--- src/rtl/shift_reg_ctrl.sv ---
// Command-driven controller for an external shift register: parallel load or N-cycle shift.
// Optional REG_ENB rising-edge activity counter on tr_cnt when TRANS_CNT_EN is defined.
module shift_reg_ctrl #(
   parameter int SHIFT_W = 4,
   parameter int CNT_W   = 3
) (
   input  logic               clk,
   input  logic               rst_n,
   input  logic               cmd_valid,
   output logic               cmd_ready,
   input  logic [1:0]         cmd_op,
   input  logic [CNT_W-1:0]   cmd_n,
   input  logic [SHIFT_W-1:0] cmd_data,
   input  logic               s_in,
   output logic [1:0]         reg_mode,
   output logic               reg_enb,
   output logic [SHIFT_W-1:0] reg_d,
   output logic               reg_s_in,
   output logic               busy,
   output logic               done,
   output logic [15:0]        tr_cnt
);

   typedef enum logic [1:0] {IDLE, LOAD, SHIFT, DONE} state_t;

   state_t             state_q, state_d;
   logic [1:0]         op_q, op_d;
   logic [CNT_W-1:0]   cnt_q, cnt_d;
   logic               cmd_ready_q, cmd_ready_d;
   logic [1:0]         reg_mode_q, reg_mode_d;
   logic               reg_enb_q, reg_enb_d;
   logic [SHIFT_W-1:0] reg_d_q, reg_d_d;
   logic               reg_s_in_q, reg_s_in_d;
   logic               busy_q, busy_d;
   logic               done_q, done_d;

   // Outputs are decoded from the next state so every port comes straight off a flop.
   always_comb begin
      state_d    = state_q;
      op_d       = op_q;
      cnt_d      = cnt_q;
      reg_d_d    = reg_d_q;
      reg_s_in_d = reg_s_in_q;
      unique case (state_q)
         IDLE: begin
            if (cmd_valid && cmd_ready_q) begin
               op_d  = cmd_op;
               cnt_d = cmd_n;
               if (cmd_op == 2'b01) begin
                  state_d = LOAD;
                  reg_d_d = cmd_data;
               end else if (cmd_op[1] && (cmd_n != '0)) begin
                  state_d    = SHIFT;
                  reg_s_in_d = s_in;
               end else begin
                  state_d = DONE;
               end
            end
         end
         LOAD:  state_d = DONE;
         SHIFT: begin
            if (cnt_q == CNT_W'(1)) state_d = DONE;
            else                    cnt_d   = cnt_q - CNT_W'(1);
         end
         DONE:  state_d = IDLE;
         default: state_d = IDLE;
      endcase

      cmd_ready_d = (state_d == IDLE);
      busy_d      = (state_d != IDLE);
      done_d      = (state_d == DONE);
      reg_enb_d   = (state_d == LOAD) || (state_d == SHIFT);
      reg_mode_d  = 2'b00;
      if (state_d == LOAD)  reg_mode_d = 2'b01;
      if (state_d == SHIFT) reg_mode_d = op_d;
   end

   always_ff @(posedge clk or negedge rst_n) begin
      if (!rst_n) begin
         state_q     <= IDLE;
         op_q        <= '0;
         cnt_q       <= '0;
         cmd_ready_q <= 1'b1;
         reg_mode_q  <= '0;
         reg_enb_q   <= 1'b0;
         reg_d_q     <= '0;
         reg_s_in_q  <= 1'b0;
         busy_q      <= 1'b0;
         done_q      <= 1'b0;
      end else begin
         state_q     <= state_d;
         op_q        <= op_d;
         cnt_q       <= cnt_d;
         cmd_ready_q <= cmd_ready_d;
         reg_mode_q  <= reg_mode_d;
         reg_enb_q   <= reg_enb_d;
         reg_d_q     <= reg_d_d;
         reg_s_in_q  <= reg_s_in_d;
         busy_q      <= busy_d;
         done_q      <= done_d;
      end
   end

   assign cmd_ready = cmd_ready_q;
   assign reg_mode  = reg_mode_q;
   assign reg_enb   = reg_enb_q;
   assign reg_d     = reg_d_q;
   assign reg_s_in  = reg_s_in_q;
   assign busy      = busy_q;
   assign done      = done_q;

`ifdef TRANS_CNT_EN
   logic [15:0] tr_cnt_q, tr_cnt_d;

   // Counts each enable burst once, at the edge where REG_ENB rises; saturates.
   always_comb begin
      tr_cnt_d = tr_cnt_q;
      if (reg_enb_d && !reg_enb_q && (tr_cnt_q != 16'hFFFF))
         tr_cnt_d = tr_cnt_q + 16'd1;
   end

   always_ff @(posedge clk or negedge rst_n) begin
      if (!rst_n) tr_cnt_q <= '0;
      else        tr_cnt_q <= tr_cnt_d;
   end

   assign tr_cnt = tr_cnt_q;
`else
   assign tr_cnt = '0;
`endif

endmodule

--- config.mk ---
export PLATFORM = sky130hd
export DESIGN_NAME = shift_reg_ctrl
export DESIGN_NICKNAME = d
export VERILOG_FILES = /design/src/rtl/shift_reg_ctrl.sv
export SDC_FILE = /design/constraint.sdc
export NUM_CORES = 1
export LEC_CHECK = 0
export BUFFER_PORTS_ARGS = -buffer_cell sky130_fd_sc_hd__buf_2
export CORE_MARGIN = 3
export CORE_UTILIZATION = 50
export DETAILED_ROUTE_END_ITERATION = 10
export GPL_TIMING_DRIVEN = 0
export PLACE_DENSITY = 0.81
export SLEW_MARGIN = 20
export SYNTH_ARGS = -nofsm -noshare
export SYNTH_HDL_FRONTEND = slang
export SYNTH_SLANG_ARGS = --single-unit
--- constraint.sdc ---
create_clock -name clk -period 2.7 [get_ports clk]
set_input_delay 0 -clock clk [delete_from_list [all_inputs] [get_ports clk]]
set_output_delay 0 -clock clk [all_outputs]
set_load 0.05 [all_outputs]
-- Word-level counts from Yosys, hierarchy flattened
Cells that the tools add are included.
- multiplexer cells: 12
- bitwise operators: 1
- eq/ne operators: 10
- add/subtract/negate cells: 1
- reductions and logical operators: 11
- operators with widths (kind ; number):
    two-way mux 2 bit ; 6
    equality test 2 bit (second input constant) ; 4
    one-hot mux 2 bit (4 select lines) ; 1
    equality test 2 x 1 -> 1 bit (second input constant) ; 3
    two-way mux 3 bit ; 2
    one-hot mux 3 bit (2 select lines) ; 1
    AND reduction 3 bit ; 2
    zero test 2 bit ; 2
    != test 2 bit (second input constant) ; 2
    AND reduction 4 bit ; 1
    nonzero test 2 bit ; 2
    equality test 3 x 1 -> 1 bit (second input constant) ; 1
    nonzero test 3 bit ; 1
    subtractor 3 x 1 -> 3 bit (second input constant) ; 1
    logical AND 1 bit ; 2
    two-way mux 1 bit ; 2
    logical OR 1 bit ; 1
    NOT 1 bit ; 1
- word-level logic and storage cells: 45
- output and inout port bits: 27
- input port bits: 13
- register bits: 18

-- Depth between registers and ports, before layout
- depth in word-level cells: 9
- mapped depth: 8
- depth with buffers taken out: 8

-- Worst setup path after synthesis
OpenSTA, ideal clock, no wires.
- path type: reg2reg
- from: register cmd_ready_q, in the netlist cmd_ready
- to: register reg_mode_q[0], in the netlist reg_mode[0]
- data required time: 2.575 ns
- period minus slack after synthesis: 2.049 ns
- cell stages (with the launch flop): 7
- data arrival time: 1.923 ns
- library setup time: 0.125 ns
- slack: 0.651 ns
- path buffers: 0
- cell sequence: dfstp_2 > nand2_1 > nor3b_1 > a21oi_1 > mux2_4 > ha_1 > mux2_4
- word-level cells in the longest chain between the ends: 6
- elaborated cells on any way between the ends: 9
- classes of those cells: 2 x eq/ne; 6 x mux; 1 x reduce/logical
- ends and longest elaborated chain (what ; line ; source):
    from (decl) ; 29 ; logic cmd_ready_q, cmd_ready_d;
    from (signal assigned) ; 94 ; cmd_ready_q <= cmd_ready_d;
    logical AND 1 bit (*) ; 46 ; if (cmd_valid && cmd_ready_q) begin
    two-way mux 2 bit (*) ; 46 ;
    one-hot mux 2 bit (4 select lines) (*) ; 44 ; unique case (state_q)
    net state_d[1] ; 26 ; state_t state_q, state_d;
    equality test 2 x 1 -> 1 bit ; 74 ; if (state_d == LOAD) reg_mode_d = 2'b01;
    two-way mux 1 bit ; 74 ;
    two-way mux 2 bit (*) ; 75 ; if (state_d == SHIFT) reg_mode_d = op_d;
    net reg_mode_d[0] ; 30 ; logic [1:0] reg_mode_q, reg_mode_d;
    to (signal assigned) ; 95 ; reg_mode_q <= reg_mode_d;
    to (decl) ; 30 ;
Mark *: on every way through the listed nets, which the timed path passes. The rest lies on a longest branch.
A chain may end at the register's enable or synchronous reset.

-- Final worst setup path
- from: register state_q[0]
- to: register reg_mode_q[0], in the netlist reg_mode[0]
- word-level cells in the longest chain between the ends: 5
- elaborated cells on any way between the ends: 12
- classes of those cells: 5 x eq/ne; 6 x mux; 1 x reduce/logical
- ends and longest elaborated chain (what ; line ; source):
    from (decl) ; 26 ;
    from (signal assigned) ; 91 ; state_q <= state_d;
    equality test 2 bit (tied with other cells) ; 44 ;
    one-hot mux 2 bit (4 select lines) ; 44 ;
    equality test 2 x 1 -> 1 bit ; 74 ;
    two-way mux 1 bit ; 74 ;
    two-way mux 2 bit (*) ; 75 ;
    net reg_mode_d[0] ; 30 ;
Marks and branches as above.

==> out/results.tsv <==
stage	metric	value	unit
power_and_ir_drop	power consumption	1.699	mW
detailed_routing	first-pass iteration count of the detailed router	4	
timing	final setup fails	0	
detailed_routing	vias per cell	4.529	
detailed_routing	DRC viols	0	
place	DPL Wire Length	1509	µm
grt	pin count of the biggest net entering global routing	19	
power_and_ir_drop	Comb power frac	62.2	%
power_and_ir_drop	Reg power frac	28.4	%
floorplan	chip width	52.55	µm
detailed_routing	DRT Wirelength	2049	µm
timing	Worst Skew	4.164	ps
clock_tree	H-Tree Depth	1	
floorplan	CORE AREA	2002	µm²
logic_synthesis	Ys Warns	0	
grt	GRT Util Overall	17.24	%
final_layout	nets@finish	169	
logic_synthesis	leading area contributor after synthesis	dfrtp_1	
detailed_routing	WL/cell	11.91	µm
run_status	outcome	complete, no violations	
timing	crit path time final	2047	ps
logic_synthesis	number of synthesized register bits	18	
final_layout	P&R area growth vs syn	28.75	%
critical_path	crit end category	flip-flop	
timing	Tcrit/Tclk final	75.82	%
critical_path	Crit path max-delay family	adder cells	
critical_path	crit-path cells	inv_1 -> ha_1 -> buf_2 -> o21ai_0 -> nand2b_1 -> o21ai_0 -> ha_1 -> mux2_4	
power_and_ir_drop	Leak	0.7601	nW
critical_path	Worst EP arrival	2230	ps
timing	Final Hold Viols	0	
min_path	Hold Crit Class	in2reg	
floorplan	FP Rows	16	
power_and_ir_drop	switch share	48.36	%
grt	wire length of the first global-routing pass	3422	µm
power_and_ir_drop	Clock Power Share	9.4	%
logic_synthesis	Netlist cell types	29	
power_and_ir_drop	VDD IR max	773.2	µV
clock_tree	# clock sinks	18	
power_and_ir_drop	PwrDens	1218	nW/µm²
clock_tree	Clock Path Buffers	2	
place	gpl congestion	0.7141	
clock_tree	CTS tree	yes	
clock_tree	worst skew pair latency	290	ps
detailed_routing	Vias	779	
timing	Max Freq	488.5	MHz
logic_synthesis	Post-synth ARST share	100.0	%
timing	Slew Viols, Final	0	
clock_tree	Root Buffer	clkbuf_4	
critical_path	WP data required	2890	ps
logic_synthesis	Mapped Area	1084	µm²
grt	vias in the first global route	792	
timing	setup TNS	0	ps
final_layout	# fillers	160	
logic_synthesis	sequential element share of the synthesized area	41.69	%
final_layout	diode count	0	
timing	RSZ-0062 raised after global routing	no	
floorplan	Initial Util	54.12	%
logic_synthesis	largest cells by area after synthesis	dfrtp_1 (39%), buf_4 (12%), ha_1 (12%)	
detailed_routing	ANT nets after route	0	
final_layout	Final Non-Filler Cells	172	
grt	initial antenna violation count	0	
critical_path	CP Max Fanout	10	
detailed_routing	DR iter-0 viols	9	
logic_synthesis	Syn Inst Count	96	
logic_synthesis	top cells by count, synth	buf_4 (17), dfrtp_1 (17), ha_1 (10)	
critical_path	CP Class	reg2reg	
logic_synthesis	number of flops mapped to enable cells by yosys	0	
place	Buffers on Ports	23	
final_layout	final core area utilization	69.69	%
floorplan	Top Ports	40	
clock_tree	clock buffer count from CTS	3	
clock_tree	post-CTS resize count	0	
job	Max-Cap Viols	0	
critical_path	Worst setup SP type	flip-flop	
critical_path	Worst path slowest cell	dfrtp_1	
logic_synthesis	Post-synth top flop	dfrtp_1	
critical_path	Buf+Inv Stages, Crit Path	2	
floorplan	Die Ht	52.55	µm
grt	grt ovf	0	
logic_synthesis	Yosys top cell area share	39.26	%
critical_path	delay of the slowest critical-path stage	400	ps
power_and_ir_drop	Sw Pwr	821.5	µW
final_layout	share of cells above drive strength 1	40.00	%
power_and_ir_drop	Internal Power	877.3	µW
place	Placed Instances	161	
clock_tree	clock transition at the registers of the reported paths	100	ps
floorplan	Die Footprint	2762	µm²
logic_synthesis	Synth Area per Inst	11.29	µm²
## per-stage QoR
| stage | hold slack [ps] | cell area [µm²] | setup slack [ps] |
|---|---|---|---|
| floorplan | -295.6 | 1140 | 651.5 |
| finish | 58.98 | 1395 | 652.8 |
| detailed placement | -56.20 | 1289 | 633.1 |
| global placement | -60.55 | 1289 | 711.6 |
| global route | 49.16 | 1395 | 452.4 |
| CTS | 54.28 | 1395 | 615.2 |
## flip-flops by register name, indices dropped and copies added (netlist names)
signal / flops
op_q: 2
cmd_ready: 1
reg_s_in: 1
reg_enb: 1
state_q: 2
cnt_q: 3
busy: 1
done: 1
reg_d: 4
reg_mode: 2
## power by group through the flow
stage | Sequential [mW] | Clock [mW] | Combinational [mW]
CTS | 0.480 | 0.166 | 1.06
detailed placement | 0.485 | 0 | 1.04
global placement | 0.476 | 0 | 1.00
finish | 0.482 | 0.160 | 1.06
floorplan | 0.732 | 0 | 0.583
global route | 0.499 | 0.185 | 1.15
## routing by layer
metal,wire (µm),share of wire (%),track usage [%],vias up
li1,-,-,-,388
met3,154,7.5,5.128,5
met4,31,1.5,6.383,0
met2,1050,51,32.02,30
met1,814,40,17.89,356
met5,0,0,0,-
## repair_timing
action / CTS / global route
setup buffers: 0 / 0
setup endpoints to repair: 0 / 0
endpoints found under the hold margin: 24 / 0
hold buffers: 7 / 0
## area by class of cell
type                            count  area, µm²  share of cell area (%)
Tap cell                           27      33.78                   2.422
Multi-Input combinational cell     70      536.8                   38.48
Buffer                             18      132.6                   9.507
Clock buffer                        4      36.28                   2.601
Timing Repair Buffer               30      185.2                   13.27
Inverter                            5      18.77                   1.345
Sequential cell                    18      451.7                   32.38
## cell families (layout without fill, tap and decap cells)
group / after synthesis / count (layout) / synth area share, %
compound gates: 15 / 15 / 8.777
xor+xnor: 1 / 1 / 0.8085
fa+ha+maj: 10 / 10 / 11.55
buf+inv: 23 / 57 / 13.97
flops: 18 / 18 / 41.69
mux: 12 / 12 / 13.16
other cells: 1 / 16 / 0.3461
simple gates: 16 / 16 / 9.702
## tightest hold or removal path, cell delays in order
cell	delay, ps
buf_2	90
o21ai_0	90
mux2i_1	130
## cell usage in the layout, fill, tap and decap left out, drive strengths merged, types with 2 or more instances in the layout
cell	count
mux2i	3
clkbuf	4
buf	41
dfrtp	17
ha	10
o21ai	6
a21oi	3
nor3b	2
nor2	4
a211o	2
nand2	5
mux2	9
dlygate4sd3	7
inv	5
conb	16
## final timing paths
kind / from / to / slack (ps) / cells after the start
setup / recovery: state_q[0] / reg_mode[0] / 650 / 8
hold / removal: cmd_n[1] / cnt_q[1] / 60 / 3
setup reg to reg: state_q[0] / reg_mode[0] / 650 / 8
hold reg to reg: op_q[0] / op_q[0] / 510 / 1
max in group asynchronous: rst_n / cmd_ready / 2240 / 2
min in group asynchronous: rst_n / state_q[0] / 150 / 2
(Power assumes the default switching activity.)
